==> config.mk <==
export PLATFORM = sky130hd
export DESIGN_NAME = imm_decode_pipe
export DESIGN_NICKNAME = d
export VERILOG_FILES = /design/src/rtl/immgen_pkg.sv /design/src/rtl/imm_stage_reg.sv /design/src/rtl/imm_decode_pipe.sv
export SDC_FILE = /design/constraint.sdc
export NUM_CORES = 1
export LEC_CHECK = 0
export BUFFER_PORTS_ARGS = -buffer_cell sky130_fd_sc_hd__buf_2
export CAP_MARGIN = 20
export CORE_AREA = 2 2 79 81
export CTS_BUF_LIST = sky130_fd_sc_hd__clkbuf_4
export DETAILED_ROUTE_END_ITERATION = 8
export DIE_AREA = 0 0 81 83
export GPL_ROUTABILITY_DRIVEN = 1
export PLACE_DENSITY_LB_ADDON = 0.2
export SLEW_MARGIN = 15
export SYNTH_ARGS = -nofsm -noshare
export SYNTH_HDL_FRONTEND = slang
export SYNTH_SLANG_ARGS = --single-unit
==> constraint.sdc <==
create_clock -name CLK -period 2.9 [get_ports CLK]
set_clock_uncertainty 0.1 [all_clocks]
set_input_delay 0.725 -clock CLK [delete_from_list [all_inputs] [get_ports CLK]]
set_output_delay 0.725 -clock CLK [all_outputs]
set_load 0.05 [all_outputs]
==> src/rtl/immgen_pkg.sv <==
// Shared types, opcodes and the combinational immediate decoder.
// Optional feature: define IMMGEN_ZIMM_EN to decode CSR*I zero-extended immediates as FMT_Z.
package immgen_pkg;

    localparam int unsigned IMM_MAX_W = 64;

    typedef enum logic [2:0] {
        FMT_NONE = 3'd0,
        FMT_I    = 3'd1,
        FMT_S    = 3'd2,
        FMT_B    = 3'd3,
        FMT_U    = 3'd4,
        FMT_J    = 3'd5,
        FMT_Z    = 3'd6
    } imm_fmt_t;

    localparam logic [6:0] OPC_LUI    = 7'b0110111;
    localparam logic [6:0] OPC_AUIPC  = 7'b0010111;
    localparam logic [6:0] OPC_JAL    = 7'b1101111;
    localparam logic [6:0] OPC_JALR   = 7'b1100111;
    localparam logic [6:0] OPC_LOAD   = 7'b0000011;
    localparam logic [6:0] OPC_STORE  = 7'b0100011;
    localparam logic [6:0] OPC_BRANCH = 7'b1100011;
    localparam logic [6:0] OPC_OPIMM  = 7'b0010011;
    localparam logic [6:0] OPC_OP     = 7'b0110011;
    localparam logic [6:0] OPC_SYSTEM = 7'b1110011;

    typedef struct packed {
        logic [IMM_MAX_W-1:0] imm;
        imm_fmt_t             fmt;
        logic                 illegal;
    } imm_dec_t;

    // Immediate is produced at full 64-bit width; narrower datapaths keep the low bits.
    function automatic imm_dec_t decode_imm(input logic [31:0] instr);
        imm_dec_t             d;
        logic [IMM_MAX_W-1:0] sx;
        sx        = {IMM_MAX_W{instr[31]}};
        d.imm     = '0;
        d.fmt     = FMT_NONE;
        d.illegal = 1'b0;
        case (instr[6:0])
            OPC_LUI, OPC_AUIPC: begin
                d.fmt = FMT_U;
                d.imm = {sx[IMM_MAX_W-1:32], instr[31:12], 12'b0};
            end
            OPC_JAL: begin
                d.fmt = FMT_J;
                d.imm = {sx[IMM_MAX_W-1:21], instr[31], instr[19:12], instr[20], instr[30:21],
                         1'b0};
            end
            OPC_JALR, OPC_LOAD, OPC_OPIMM: begin
                d.fmt = FMT_I;
                d.imm = {sx[IMM_MAX_W-1:12], instr[31:20]};
            end
            OPC_SYSTEM: begin
`ifdef IMMGEN_ZIMM_EN
                if (instr[14]) begin
                    d.fmt = FMT_Z;
                    d.imm = IMM_MAX_W'(instr[19:15]);
                end else begin
                    d.fmt = FMT_I;
                    d.imm = {sx[IMM_MAX_W-1:12], instr[31:20]};
                end
`else
                d.fmt = FMT_I;
                d.imm = {sx[IMM_MAX_W-1:12], instr[31:20]};
`endif
            end
            OPC_STORE: begin
                d.fmt = FMT_S;
                d.imm = {sx[IMM_MAX_W-1:12], instr[31:25], instr[11:7]};
            end
            OPC_BRANCH: begin
                d.fmt = FMT_B;
                d.imm = {sx[IMM_MAX_W-1:13], instr[31], instr[7], instr[30:25], instr[11:8],
                         1'b0};
            end
            OPC_OP: begin
                d.fmt = FMT_NONE;
            end
            default: begin
                d.illegal = 1'b1;
            end
        endcase
        return d;
    endfunction

endpackage

==> src/rtl/imm_stage_reg.sv <==
// One elastic pipeline register: valid bit plus payload, with a combinational ready chain.
module imm_stage_reg #(
    parameter int unsigned W = 1
) (
    input  logic         clk_i,
    input  logic         rst_ni,
    input  logic         flush_i,
    input  logic         in_valid_i,
    output logic         in_ready_o,
    input  logic [W-1:0] in_data_i,
    output logic         out_valid_o,
    input  logic         out_ready_i,
    output logic [W-1:0] out_data_o
);

    logic         valid_q, valid_d;
    logic [W-1:0] data_q;

    // Loadable when empty or when the current entry leaves this cycle.
    assign in_ready_o  = !valid_q || out_ready_i;
    assign out_valid_o = valid_q;
    assign out_data_o  = data_q;

    always_comb begin
        valid_d = valid_q;
        if (flush_i) begin
            valid_d = 1'b0;
        end else if (in_ready_o) begin
            valid_d = in_valid_i;
        end
    end

    always_ff @(posedge clk_i or negedge rst_ni) begin
        if (!rst_ni) begin
            valid_q <= 1'b0;
            data_q  <= '0;
        end else begin
            valid_q <= valid_d;
            if (in_valid_i && in_ready_o) begin
                data_q <= in_data_i;
            end
        end
    end

endmodule

==> src/rtl/imm_decode_pipe.sv <==
// Pipelined RV32/RV64 immediate decoder: combinational decode followed by STAGES elastic registers.
// Optional feature: IMMGEN_ZIMM_EN (handled inside immgen_pkg::decode_imm).
module imm_decode_pipe
    import immgen_pkg::*;
#(
    parameter int unsigned XLEN   = 32,
    parameter int unsigned STAGES = 1,
    parameter int unsigned TAG_W  = 32
) (
    input  logic             CLK,
    input  logic             RST_N,
    input  logic             FLUSH,
    input  logic             IN_VALID,
    output logic             IN_READY,
    input  logic [31:0]      IN_INSTR,
    input  logic [TAG_W-1:0] IN_TAG,
    output logic             OUT_VALID,
    input  logic             OUT_READY,
    output logic [XLEN-1:0]  OUT_IMM,
    output logic [2:0]       OUT_FMT,
    output logic             OUT_ILLEGAL,
    output logic [TAG_W-1:0] OUT_TAG
);

    localparam int unsigned PW = XLEN + 3 + 1 + TAG_W;

    imm_dec_t      dec;
    logic          unused_dec;
    logic [PW-1:0] pipe_data [STAGES+1];
    logic [STAGES:0] pipe_valid;
    logic [STAGES:0] pipe_ready;

    always_comb begin
        dec = decode_imm(IN_INSTR);
    end

    // Upper immediate bits are dropped when XLEN is 32.
    assign unused_dec = ^dec.imm;

    assign pipe_data[0]       = {dec.imm[XLEN-1:0], dec.fmt, dec.illegal, IN_TAG};
    assign pipe_valid[0]      = IN_VALID && !FLUSH;
    assign IN_READY           = !FLUSH && pipe_ready[0];
    assign pipe_ready[STAGES] = OUT_READY;

    for (genvar g = 0; g < STAGES; g++) begin : g_stage
        imm_stage_reg #(
            .W(PW)
        ) u_stage (
            .clk_i      (CLK),
            .rst_ni     (RST_N),
            .flush_i    (FLUSH),
            .in_valid_i (pipe_valid[g]),
            .in_ready_o (pipe_ready[g]),
            .in_data_i  (pipe_data[g]),
            .out_valid_o(pipe_valid[g+1]),
            .out_ready_i(pipe_ready[g+1]),
            .out_data_o (pipe_data[g+1])
        );
    end

    assign OUT_VALID   = pipe_valid[STAGES];
    assign OUT_IMM     = pipe_data[STAGES][PW-1 -: XLEN];
    assign OUT_FMT     = pipe_data[STAGES][TAG_W+1 +: 3];
    assign OUT_ILLEGAL = pipe_data[STAGES][TAG_W];
    assign OUT_TAG     = pipe_data[STAGES][TAG_W-1:0];

endmodule
==> impl_metrics.env, run 1 <==
export IMPL_cts_root_buf="clkbuf_4"
export IMPL_port_buffers=138
export IMPL_rsz0062_at_grt="false"
export IMPL_synth_ff_type="dfrtp_1"
export IMPL_status="finished clean"
export IMPL_register_area_sq_mm=0.00173
export IMPL_crit_buf_inv=1
export IMPL_combPwrFrac_pct=34.0
export IMPL_avgSynthCellArea_sq_um=9.06
export IMPL_crit_cells=3
export IMPL_h_tree_depth=3
export IMPL_syn_nets=400
export IMPL_cts_resized_gates=0
export IMPL_synth_most_common_cell="nand2_1"
export IMPL_synth_yosys_warnings=0
export IMPL_design_area_sq_mm=0.00389
export IMPL_cts_inserted_buffers=9
export IMPL_grt_remaining_overflow=0
export IMPL_critPathArrivalTime_ns=1.29
export IMPL_worst_setup_path_start_kind="flip-flop"
export IMPL_multiInputGateArea_sq_mm=0.00118
export IMPL_cap_violations=0
export IMPL_yosysTopAreaCellShare_pct=57.6
export IMPL_p_per_area_mw_per_mm2=650
export IMPL_start_util_pct=51.6
export IMPL_cp_end_kind="primary output"
export IMPL_vias=2752
export IMPL_seq_area_frac_synth_pct=57.6
export IMPL_drive_gt1_share_pct=35.0
export IMPL_period_needed_ns=2.11
export IMPL_syn_inst=331
export IMPL_critPathRequiredTime_ns=2.08
export IMPL_p_seq_share_pct=45.4
export IMPL_postCtsSetupBuffers=0
export IMPL_p_int_w=0.00149
export IMPL_p_leak_nw=2.11
export IMPL_vias_per_cell=5.04
export IMPL_worstPathCellList="nor2b_1, nor2_1, buf_2"
export IMPL_p_clk_share_pct=20.5
export IMPL_ir_drop_mv=0.397
export IMPL_critPathMaxStageDelay_ns=0.40
export IMPL_crit_type="reg -> out"
export IMPL_synthArstFlopShare_pct=100
export IMPL_fin_util_pct=66.8
export IMPL_drt_iter0_drc=166
export IMPL_crit_path_max_fanout=3
export IMPL_fill_cells=494
export IMPL_crit_slowest_cell="dfrtp_1"
export IMPL_dpl_cell_area_sq_mm=0.00377
export IMPL_slew_violations=0
export IMPL_syn_cell_area_sq_mm=0.00300
export IMPL_core_sq_mm=0.00582
export IMPL_die_h_microns=83
export IMPL_cts_buffer_depth=2
export IMPL_grt_max_degree=41
export IMPL_switching_power_w=0.00104
export IMPL_synth_edf_count=0
export IMPL_num_antenna_cells=0
export IMPL_ys_seq_elements=69
export IMPL_placementRows=28
export IMPL_antenna_found_initial=0
export IMPL_tns_ns=0
export IMPL_cts_tree="built"
export IMPL_gp_congestion=0.845
export IMPL_p_sw_share_pct=41.2
export IMPL_final_nets=535
export IMPL_hpwl_mm=5.53
export IMPL_clkSlewWorstSetupHoldPaths_ns=0.10
export IMPL_dieWidth_microns=81
export IMPL_drc=0
export IMPL_first_pass_iters=4
export IMPL_ant_nets=0
export IMPL_hold_violations=0
export IMPL_routed_wl_mm=7.52
export IMPL_clk_latency_ns=0.38
export IMPL_yosys_top_cells_count="nand2_1 (112), dfrtp_1 (69), a21oi_1 (34), nor2_1 (26), clkbuf_1 (13)"
export IMPL_cp_top_family="flip-flops"
export IMPL_cts_sinks=69
export IMPL_synthDistinctLibCells=41
export IMPL_synth_largest_area_cell="dfrtp_1"
export IMPL_setup_viol=0
export IMPL_max_slew_margin_rel_pct=54.2
export IMPL_ios=139
export IMPL_die_area_sq_mm=0.00672
export IMPL_reg2reg_depth=5
export IMPL_grt_total_usage_pct=22.8
export IMPL_hold_path_class="in -> async"
export IMPL_wl_per_cell_microns=13.8
export IMPL_fmax_ghz=0.473
export IMPL_ctsHoldBuffers=0
export IMPL_grt_pass1_vias=2590
export IMPL_worstMarginPinSlew_ns=0.687
export IMPL_area_growth_syn_to_layout_pct=29.6
export IMPL_synthTopCellsByArea="dfrtp_1 (58%), nand2_1 (14%), a21oi_1 (5.7%)"
export IMPL_grt_pass1_wl_mm=12.1
export IMPL_timing_final_crit_share_pct=72.9
cell usage in the layout (no fill, tap or decap), types with 3 or more instances in the layout:
cell type and count:
o21ai_0 9, or4_1 3, buf_2 138, buf_4 6, nor3b_1 4, clkbuf_4 12, inv_1 3, dfrtp_1 69
nand2_1 112, o22a_1 4, a31oi_1 6, and2b_1 3, a22o_1 7, a21oi_1 34, nor2_1 26, nor2b_1 4
power by group through the flow:
stage	combinational, W	sequential (W)	clock, W
CTS	0.000867	0.00115	0.000535
detailed placement	0.000866	0.00117	0
floorplan	0.000173	0.00160	0
finish	0.000860	0.00115	0.000520
global placement	0.000852	0.00116	0
global route	0.000918	0.00116	0.000584
stage by stage:
step	hold WS, ns	total power [W]	cells	worst slack (ns)
CTS	0.267	0.00255	546	0.780
global route	0.295	0.00267	546	0.725
detailed placement	0.357	0.00203	530	0.491
finish	0.272	0.00253	546	0.786
floorplan	0.329	0.00178	331	0.652
global placement	0.352	0.00202	530	0.569
routing by layer:
| metal | vias to the layer above | global-route usage, % | wire length (microns) | share of wire [%] |
|---|---|---|---|---|
| met1 | 1260 | 30.8 | 3340 | 44 |
| met2 | 102 | 35.8 | 3560 | 47 |
| met5 | - | 0 | 0 | 0 |
| li1 | 1380 | - | - | - |
| met3 | 10 | 5.98 | 546 | 7.3 |
| met4 | 0 | 7.40 | 78 | 1.0 |
registers in the layout, summed over array words and instances (netlist names):
signal / flops
g_stage.u_stage.out_valid_o: 1
g_stage.u_stage.out_data_o: 68
area by class of cell:
cell class	count	area share [%]
repair buffers	145	19.4
clock inverters	4	0.644
well taps	75	2.41
inverters	3	0.290
flip-flops and latches	69	44.4
clock buffers	12	2.32
multi-input cells	238	30.5
logic make-up after synthesis:
kind of cell              Yosys count  synth area share [%]
AOI/OAI and AO/OA                  70                  14.8
buffers and inverters              24                  3.34
DFF                                69                  57.6
and+or+nand+nor                   167                  24.0
xor gates and xnor gates            1                 0.292
path summary, 6_finish.rpt:
check                                                               from  slack, ns                                            end
max in group asynchronous                                          RST_N       1.79   g_stage[0].u_stage.out_data_o[1]$_DFFE_PN0P_
hold reg to reg            g_stage[0].u_stage.out_data_o[22]$_DFFE_PN0P_       0.38  g_stage[0].u_stage.out_data_o[22]$_DFFE_PN0P_
setup reg to reg              g_stage[0].u_stage.out_valid_o$_DFFE_PN0P_       0.95  g_stage[0].u_stage.out_data_o[53]$_DFFE_PN0P_
min in group CLK           g_stage[0].u_stage.out_data_o[22]$_DFFE_PN0P_       0.38  g_stage[0].u_stage.out_data_o[22]$_DFFE_PN0P_
hold / removal                                                     RST_N       0.27  g_stage[0].u_stage.out_data_o[67]$_DFFE_PN0P_
setup / recovery              g_stage[0].u_stage.out_valid_o$_DFFE_PN0P_       0.79                                       IN_READY
worst register-to-register path: stages, from the launching register on:
cell	delay, ns
dfrtp_1	0.40
nand2b_1	0.11
and3_2	0.62
buf_4	0.43
nor2_1	0.09
a21oi_1	0.12
(Power assumes the default switching activity.)
==> inputs of run 2 (changes only) <==
--- a/config.mk
+++ b/config.mk
@@ -7,10 +7,10 @@
 export LEC_CHECK = 0
 export BUFFER_PORTS_ARGS = -buffer_cell sky130_fd_sc_hd__buf_2
 export CAP_MARGIN = 20
-export CORE_AREA = 2 2 79 81
+export CORE_AREA = 2 2 87 89
 export CTS_BUF_LIST = sky130_fd_sc_hd__clkbuf_4
 export DETAILED_ROUTE_END_ITERATION = 8
-export DIE_AREA = 0 0 81 83
+export DIE_AREA = 0 0 89 91
 export GPL_ROUTABILITY_DRIVEN = 1
 export PLACE_DENSITY_LB_ADDON = 0.2
 export SLEW_MARGIN = 15
==> constraint.sdc (replaced) <==
create_clock -name CLK -period 1.75 [get_ports CLK]
set_clock_uncertainty 0.1 [all_clocks]
set_input_delay 0.4375 -clock CLK [delete_from_list [all_inputs] [get_ports CLK]]
set_output_delay 0.4375 -clock CLK [all_outputs]
set_load 0.05 [all_outputs]
==> run 2 against run 1 <==
  * Non-clock buffer count rose by 32
  * Design area grew 8.4%
  * Count of clock-buffer cells in the layout shrank 2
  * Global-route usage is 1.8 points lower
  * Sequential share of layout area fell by 3.4 points
  * Setup slack worse by 0.78 ns
  * Via count rose by 4.4%
  * Largest power group unchanged
  * Highest routed layer unchanged
==> impl_metrics.env, run 2 (synthesis gave the netlist of run 1 again) <==
export IMPL_worstMarginPinSlew_ns=0.452
export IMPL_p_clk_share_pct=23.1
export IMPL_hold_path_startpoint="FLUSH"
export IMPL_fmax_ghz=0.573
export IMPL_period_needed_ns=1.75
export IMPL_p_per_area_mw_per_mm2=1050
export IMPL_fin_util_pct=59.0
export IMPL_crit_type="reg -> out"
export IMPL_dieWidth_microns=89
export IMPL_ant_nets=0
export IMPL_tns_ns=0
export IMPL_crit_slowest_cell="dfrtp_2"
export IMPL_crit_path_max_fanout=2
export IMPL_clk_latency_ns=0.40
export IMPL_grt_total_usage_pct=21.1
export IMPL_rsz0062_at_grt="true"
export IMPL_max_slew_margin_rel_pct=69.1
export IMPL_drc=0
export IMPL_h_tree_depth=3
export IMPL_worstPathCellList="nor2b_4, nor2_2, buf_6"
export IMPL_hold_violations=0
export IMPL_critPathRequiredTime_ns=1.21
export IMPL_p_sw_share_pct=40.4
export IMPL_layout_commonest_cell="buf_2"
export IMPL_placementRows=31
export IMPL_fill_cells=699
export IMPL_final_nets=567
export IMPL_p_leak_nw=2.28
export IMPL_vias=2872
export IMPL_p_int_w=0.00263
export IMPL_antenna_found_initial=0
export IMPL_slew_violations=0
export IMPL_grt_pass1_vias=2718
export IMPL_dpl_cell_area_sq_mm=0.00404
export IMPL_cp_end_kind="primary output"
export IMPL_port_buffers=138
export IMPL_wl_per_cell_microns=13.4
export IMPL_hold_depth=2
export IMPL_register_area_sq_mm=0.00173
export IMPL_r2r_end="g_stage[0].u_stage.out_data_o[44]$_DFFE_PN0P_"
export IMPL_first_pass_iters=4
export IMPL_grt_pass1_wl_mm=13.3
export IMPL_dp_worst_setup_slack_ns=-0.134
export IMPL_reg2reg_depth=5
export IMPL_status="finished clean"
export IMPL_hold_path_class="in -> reg"
export IMPL_cts_root_buf="clkbuf_4"
export IMPL_routed_wl_mm=8.07
export IMPL_die_area_sq_mm=0.00810
export IMPL_worst_setup_path_start_kind="flip-flop"
export IMPL_area_growth_syn_to_layout_pct=40.5
export IMPL_largest_reg_flops=68
export IMPL_hpwl_mm=6.04
export IMPL_gp_congestion=0.829
export IMPL_critPathMaxStageDelay_ns=0.42
export IMPL_grt_max_degree=36
export IMPL_start_util_pct=42.0
export IMPL_min_to="g_stage[0].u_stage.out_valid_o$_DFFE_PN0P_"
export IMPL_grt_remaining_overflow=0
export IMPL_multiInputGateArea_sq_mm=0.00119
export IMPL_vias_per_cell=4.77
export IMPL_drt_iter0_drc=112
export IMPL_cap_violations=0
export IMPL_cts_tree="built"
export IMPL_cts_sinks=69
export IMPL_final_cell_mix="buf_2 (137), nand2_1 (112), dfrtp_1 (68)"
export IMPL_design_area_sq_mm=0.00421
export IMPL_critPathArrivalTime_ns=1.21
export IMPL_timing_final_crit_share_pct=99.7
export IMPL_core_sq_mm=0.00714
export IMPL_r2r_slack_ns=0.15
export IMPL_layout_setup_ws_ns=0.00484
export IMPL_ir_drop_mv=0.807
export IMPL_r2r_start="g_stage[0].u_stage.out_valid_o$_DFFE_PN0P_"
export IMPL_ios=139
export IMPL_clkSlewWorstSetupHoldPaths_ns=0.11
export IMPL_die_h_microns=91
export IMPL_cts_inserted_buffers=9
export IMPL_num_antenna_cells=0
export IMPL_setup_viol=0
export IMPL_switching_power_w=0.00178
export IMPL_drive_gt1_share_pct=39.6
export IMPL_p_seq_share_pct=43.1
export IMPL_combPwrFrac_pct=33.8
export IMPL_cts_buffer_depth=2
## run 2: cell type report
cell class	instances	area share, %
Clock buffer	10	1.78
Inverter	3	0.267
Clock inverter	6	1.51
Timing Repair Buffer	177	24.1
Sequential cell	69	41.0
Multi-Input combinational cell	238	28.4
Tap cell	99	2.94
## run 2: worst max path at each step
| stage | start | to | slack, ns | depth (start not counted) |
|---|---|---|---|---|
| detailed placement | IN_INSTR[1] | g_stage[0].u_stage.out_data_o[42]$_DFFE_PN0P_ | -0.13 | 6 |
| global route | g_stage[0].u_stage.out_valid_o$_DFFE_PN0P_ | IN_READY | -0.06 | 3 |
| CTS | g_stage[0].u_stage.out_valid_o$_DFFE_PN0P_ | IN_READY | -0.04 | 3 |
| floorplan | IN_INSTR[3] | g_stage[0].u_stage.out_data_o[48]$_DFFE_PN0P_ | 0.02 | 5 |
| finish | g_stage[0].u_stage.out_valid_o$_DFFE_PN0P_ | IN_READY | 0.005 | 3 |
| global placement | IN_INSTR[2] | g_stage[0].u_stage.out_data_o[53]$_DFFE_PN0P_ | -0.14 | 6 |
## run 2: through the flow
stage | instances | total power (W) | hold slack (ns)
6_report | 602 | 0.00440 | 0.107
5_1_grt | 602 | 0.00463 | 0.0843
2_1_floorplan | 331 | 0.00295 | 0.0419
3_3_place_gp | 584 | 0.00340 | 0.251
4_1_cts | 602 | 0.00445 | 0.0874
3_5_place_dp | 584 | 0.00342 | 0.253
## run 2: per-layer routing
metal | GRT usage, % | part of all wire, % | vias to the layer above
li1 | - | - | 1445
met1 | 29.0 | 45 | 1319
met4 | 7.34 | 1.6 | 0
met2 | 32.8 | 47 | 96
met5 | 0 | 0 | -
met3 | 4.36 | 5.8 | 12
## run 2: critical path: cells and delay by family (launching register included)
kind | cells | cell delay, ns
buffers and inverters | 1 | 0.17
flip-flops | 1 | 0.42
AND/OR/NAND/NOR | 2 | 0.22
## run 2: power by group through the flow
stage               registers [W]  logic, W  clock network [W]
finish                    0.00190   0.00149            0.00102
global placement          0.00193   0.00147                  0
detailed placement        0.00193   0.00149                  0
CTS                       0.00190   0.00150            0.00105
floorplan                 0.00266  0.000288                  0
global route              0.00193   0.00159            0.00111
## run 2: repair_timing
| action | 4_1_cts | 5_1_grt |
|---|---|---|
| gates resized for setup | 4 | 0 |
| cloned | 0 | 0 |
| hold endpoints to repair | 9 | 0 |
| buffers inserted | 1 | 0 |
| pin swaps | 1 | 1 |
| hold buffers | 1 | 0 |
| endpoints found under the setup margin | 1 | 1 |
==> inputs of run 3 (changes only) <==
--- a/config.mk
+++ b/config.mk
@@ -5,6 +5,8 @@
 export SDC_FILE = /design/constraint.sdc
 export NUM_CORES = 1
 export LEC_CHECK = 0
+export ABC_AREA = 1
+export ABC_CLOCK_PERIOD_IN_PS = 1750
 export BUFFER_PORTS_ARGS = -buffer_cell sky130_fd_sc_hd__buf_2
 export CAP_MARGIN = 20
 export CORE_AREA = 2 2 87 89
==> run 3 against run 2 <==
  * Wire length fell by 6.5%
  * Synthesized area up 3.0%
  * Worst hold slack improved by 0.018 ns
  * Via count is 0.56% lower
  * Largest cell class unchanged
==> impl_metrics.env, run 3 <==
export IMPL_die_area_sq_mm=0.00810
export IMPL_die_h_microns=91
export IMPL_grt_pass1_vias=2838
export IMPL_area_growth_syn_to_layout_pct=32.8
export IMPL_vias_per_cell=4.54
export IMPL_crit_type="reg -> out"
export IMPL_clkSlewWorstSetupHoldPaths_ns=0.11
export IMPL_drc=0
export IMPL_r2r_end="g_stage[0].u_stage.out_data_o[32]$_DFFE_PN0P_"
export IMPL_ys_seq_elements=69
export IMPL_port_buffers=138
export IMPL_yosysTopAreaCellShare_pct=55.9
export IMPL_vias=2856
export IMPL_avgSynthCellArea_sq_um=8.11
export IMPL_r2r_start="g_stage[0].u_stage.out_valid_o$_DFFE_PN0P_"
export IMPL_status="finished clean"
export IMPL_antenna_found_initial=0
export IMPL_reg2reg_depth=7
export IMPL_ir_drop_mv=0.554
export IMPL_max_slew_margin_rel_pct=68.0
export IMPL_h_tree_depth=3
export IMPL_crit_path_max_fanout=3
export IMPL_grt_remaining_overflow=0
export IMPL_cts_buffer_depth=2
export IMPL_yosys_top_cells_count="nand2_1 (224), dfrtp_1 (69), nand2_2 (16), nand3_1 (10)"
export IMPL_critPathArrivalTime_ns=1.13
export IMPL_syn_nets=450
export IMPL_synth_most_common_cell="nand2_1"
export IMPL_wl_per_cell_microns=12.0
export IMPL_grt_total_usage_pct=19.7
export IMPL_synth_largest_area_cell="dfrtp_1"
export IMPL_final_cell_mix="nand2_1 (224), buf_2 (136), dfrtp_1 (69)"
export IMPL_ios=139
export IMPL_num_antenna_cells=0
export IMPL_largest_reg_flops=68
export IMPL_cts_sinks=69
export IMPL_final_nets=594
export IMPL_start_util_pct=43.3
export IMPL_hold_path_class="in -> reg"
export IMPL_cts_tree="built"
export IMPL_synthDistinctLibCells=23
export IMPL_fill_cells=718
export IMPL_tns_ns=0
export IMPL_synth_edf_count=0
export IMPL_synth_yosys_warnings=0
export IMPL_dieWidth_microns=89
export IMPL_routed_wl_mm=7.54
export IMPL_critPathRequiredTime_ns=1.21
export IMPL_p_per_area_mw_per_mm2=944
export IMPL_syn_inst=381
export IMPL_placementRows=31
export IMPL_synthArstFlopShare_pct=100
export IMPL_slew_violations=0
export IMPL_syn_cell_area_sq_mm=0.00309
export IMPL_hold_depth=3
export IMPL_hold_violations=0
export IMPL_cts_root_buf="clkbuf_4"
export IMPL_drive_gt1_share_pct=36.8
export IMPL_cp_end_kind="primary output"
export IMPL_gp_congestion=0.810
export IMPL_worst_setup_path_start_kind="flip-flop"
export IMPL_synth_ff_type="dfrtp_1"
export IMPL_clk_latency_ns=0.39
export IMPL_rsz0062_at_grt="false"
export IMPL_period_needed_ns=1.66
export IMPL_cap_violations=0
export IMPL_fmax_ghz=0.601
export IMPL_p_leak_nw=2.54
export IMPL_timing_final_crit_share_pct=95.1
export IMPL_layout_commonest_cell="nand2_1"
export IMPL_min_to="g_stage[0].u_stage.out_data_o[14]$_DFFE_PN0P_"
export IMPL_hold_path_startpoint="IN_TAG[14]"
export IMPL_ant_nets=0
export IMPL_worst_hold_slack_ns=0.126
export IMPL_hpwl_mm=5.54
export IMPL_setup_viol=0
export IMPL_cts_inserted_buffers=9
export IMPL_core_sq_mm=0.00714
export IMPL_r2r_slack_ns=0.19
export IMPL_seq_area_frac_synth_pct=55.9
export IMPL_drt_iter0_drc=106
export IMPL_grt_pass1_wl_mm=12.5
export IMPL_synthTopCellsByArea="dfrtp_1 (56%), nand2_1 (27%), nand2_2 (3.2%)"
export IMPL_grt_max_degree=70
export IMPL_worstMarginPinSlew_ns=0.480
export IMPL_first_pass_iters=4
==> run 3: per-layer routing <==
| metal | GRT usage, % | part of all wire (%) | vias up | routed length [microns] |
|---|---|---|---|---|
| met5 | 0 | 0 | - | 0 |
| met4 | 7.71 | 1.6 | 0 | 121 |
| met3 | 5.55 | 7.2 | 10 | 543 |
| met2 | 32.0 | 47 | 89 | 3550 |
| met1 | 24.5 | 44 | 1304 | 3330 |
| li1 | - | - | 1453 | - |
==> run 3: worst max-delay path by stage <==
stage | startpoint | to | slack (ns)
2_1_floorplan | g_stage[0].u_stage.out_valid_o$_DFFE_PN0P_ | IN_READY | 0.09
3_3_place_gp | FLUSH | g_stage[0].u_stage.out_data_o[32]$_DFFE_PN0P_ | 0.07
3_5_place_dp | FLUSH | g_stage[0].u_stage.out_data_o[32]$_DFFE_PN0P_ | 0.04
4_1_cts | g_stage[0].u_stage.out_valid_o$_DFFE_PN0P_ | IN_READY | 0.02
5_1_grt | g_stage[0].u_stage.out_valid_o$_DFFE_PN0P_ | IN_READY | 0.004
6_report | g_stage[0].u_stage.out_valid_o$_DFFE_PN0P_ | IN_READY | 0.09
==> run 3: cell families (layout without fill, tap and decap cells) <==
logic type,count (synthesis),in the layout,share of synthesized area [%]
buffers and inverters,27,176,4.13
DFF,69,69,55.9
and+or+nand+nor,271,271,37.0
AOI/OAI and AO/OA,14,14,2.96
==> run 3: per-stage QoR <==
step                worst slack, ns  std cells  util [%]  power [W]  cell area [sq um]
floorplan                    0.0860        381         -    0.00254               3090
global placement             0.0748        613      55.3    0.00288               3950
detailed placement           0.0395        613      55.3    0.00289               3950
CTS                          0.0175        629      57.4    0.00390               4100
global route                0.00377        629      57.5    0.00405               4100
finish                       0.0850        629      57.5    0.00387               4100
==> run 3: power by group <==
part	internal [W]	leakage, nW	switching, W
registers	0.00173	0.904	0.0000729
logic	0.000255	1.56	0.000796
clock network	0.000459	0.0743	0.000556
==> run 3: final cells by class <==
class	count	area, sq um	share of cell area [%]
sequential	69	1730	42.1
multi-input combinational	285	1260	30.6
timing repair buffer	149	822	20.0
tap	99	124	3.02
clock buffer	11	82.6	2.01
clock inverter	5	51.3	1.25
inverter	11	41.3	1.01
==> run 3: timing repair <==
action	4_1_cts	5_1_grt
endpoints found under the hold margin	69	0
gates resized for setup	4	2
hold buffers	1	0
setup endpoints to repair	1	1
setup buffers	0	0
==> run 3: critical path, cell delays in order, from the launching register on <==
cell and delay, ns:
dfrtp_1 0.40, inv_2 0.07, nor2_4 0.04, nor2_4 0.07, buf_6 0.16
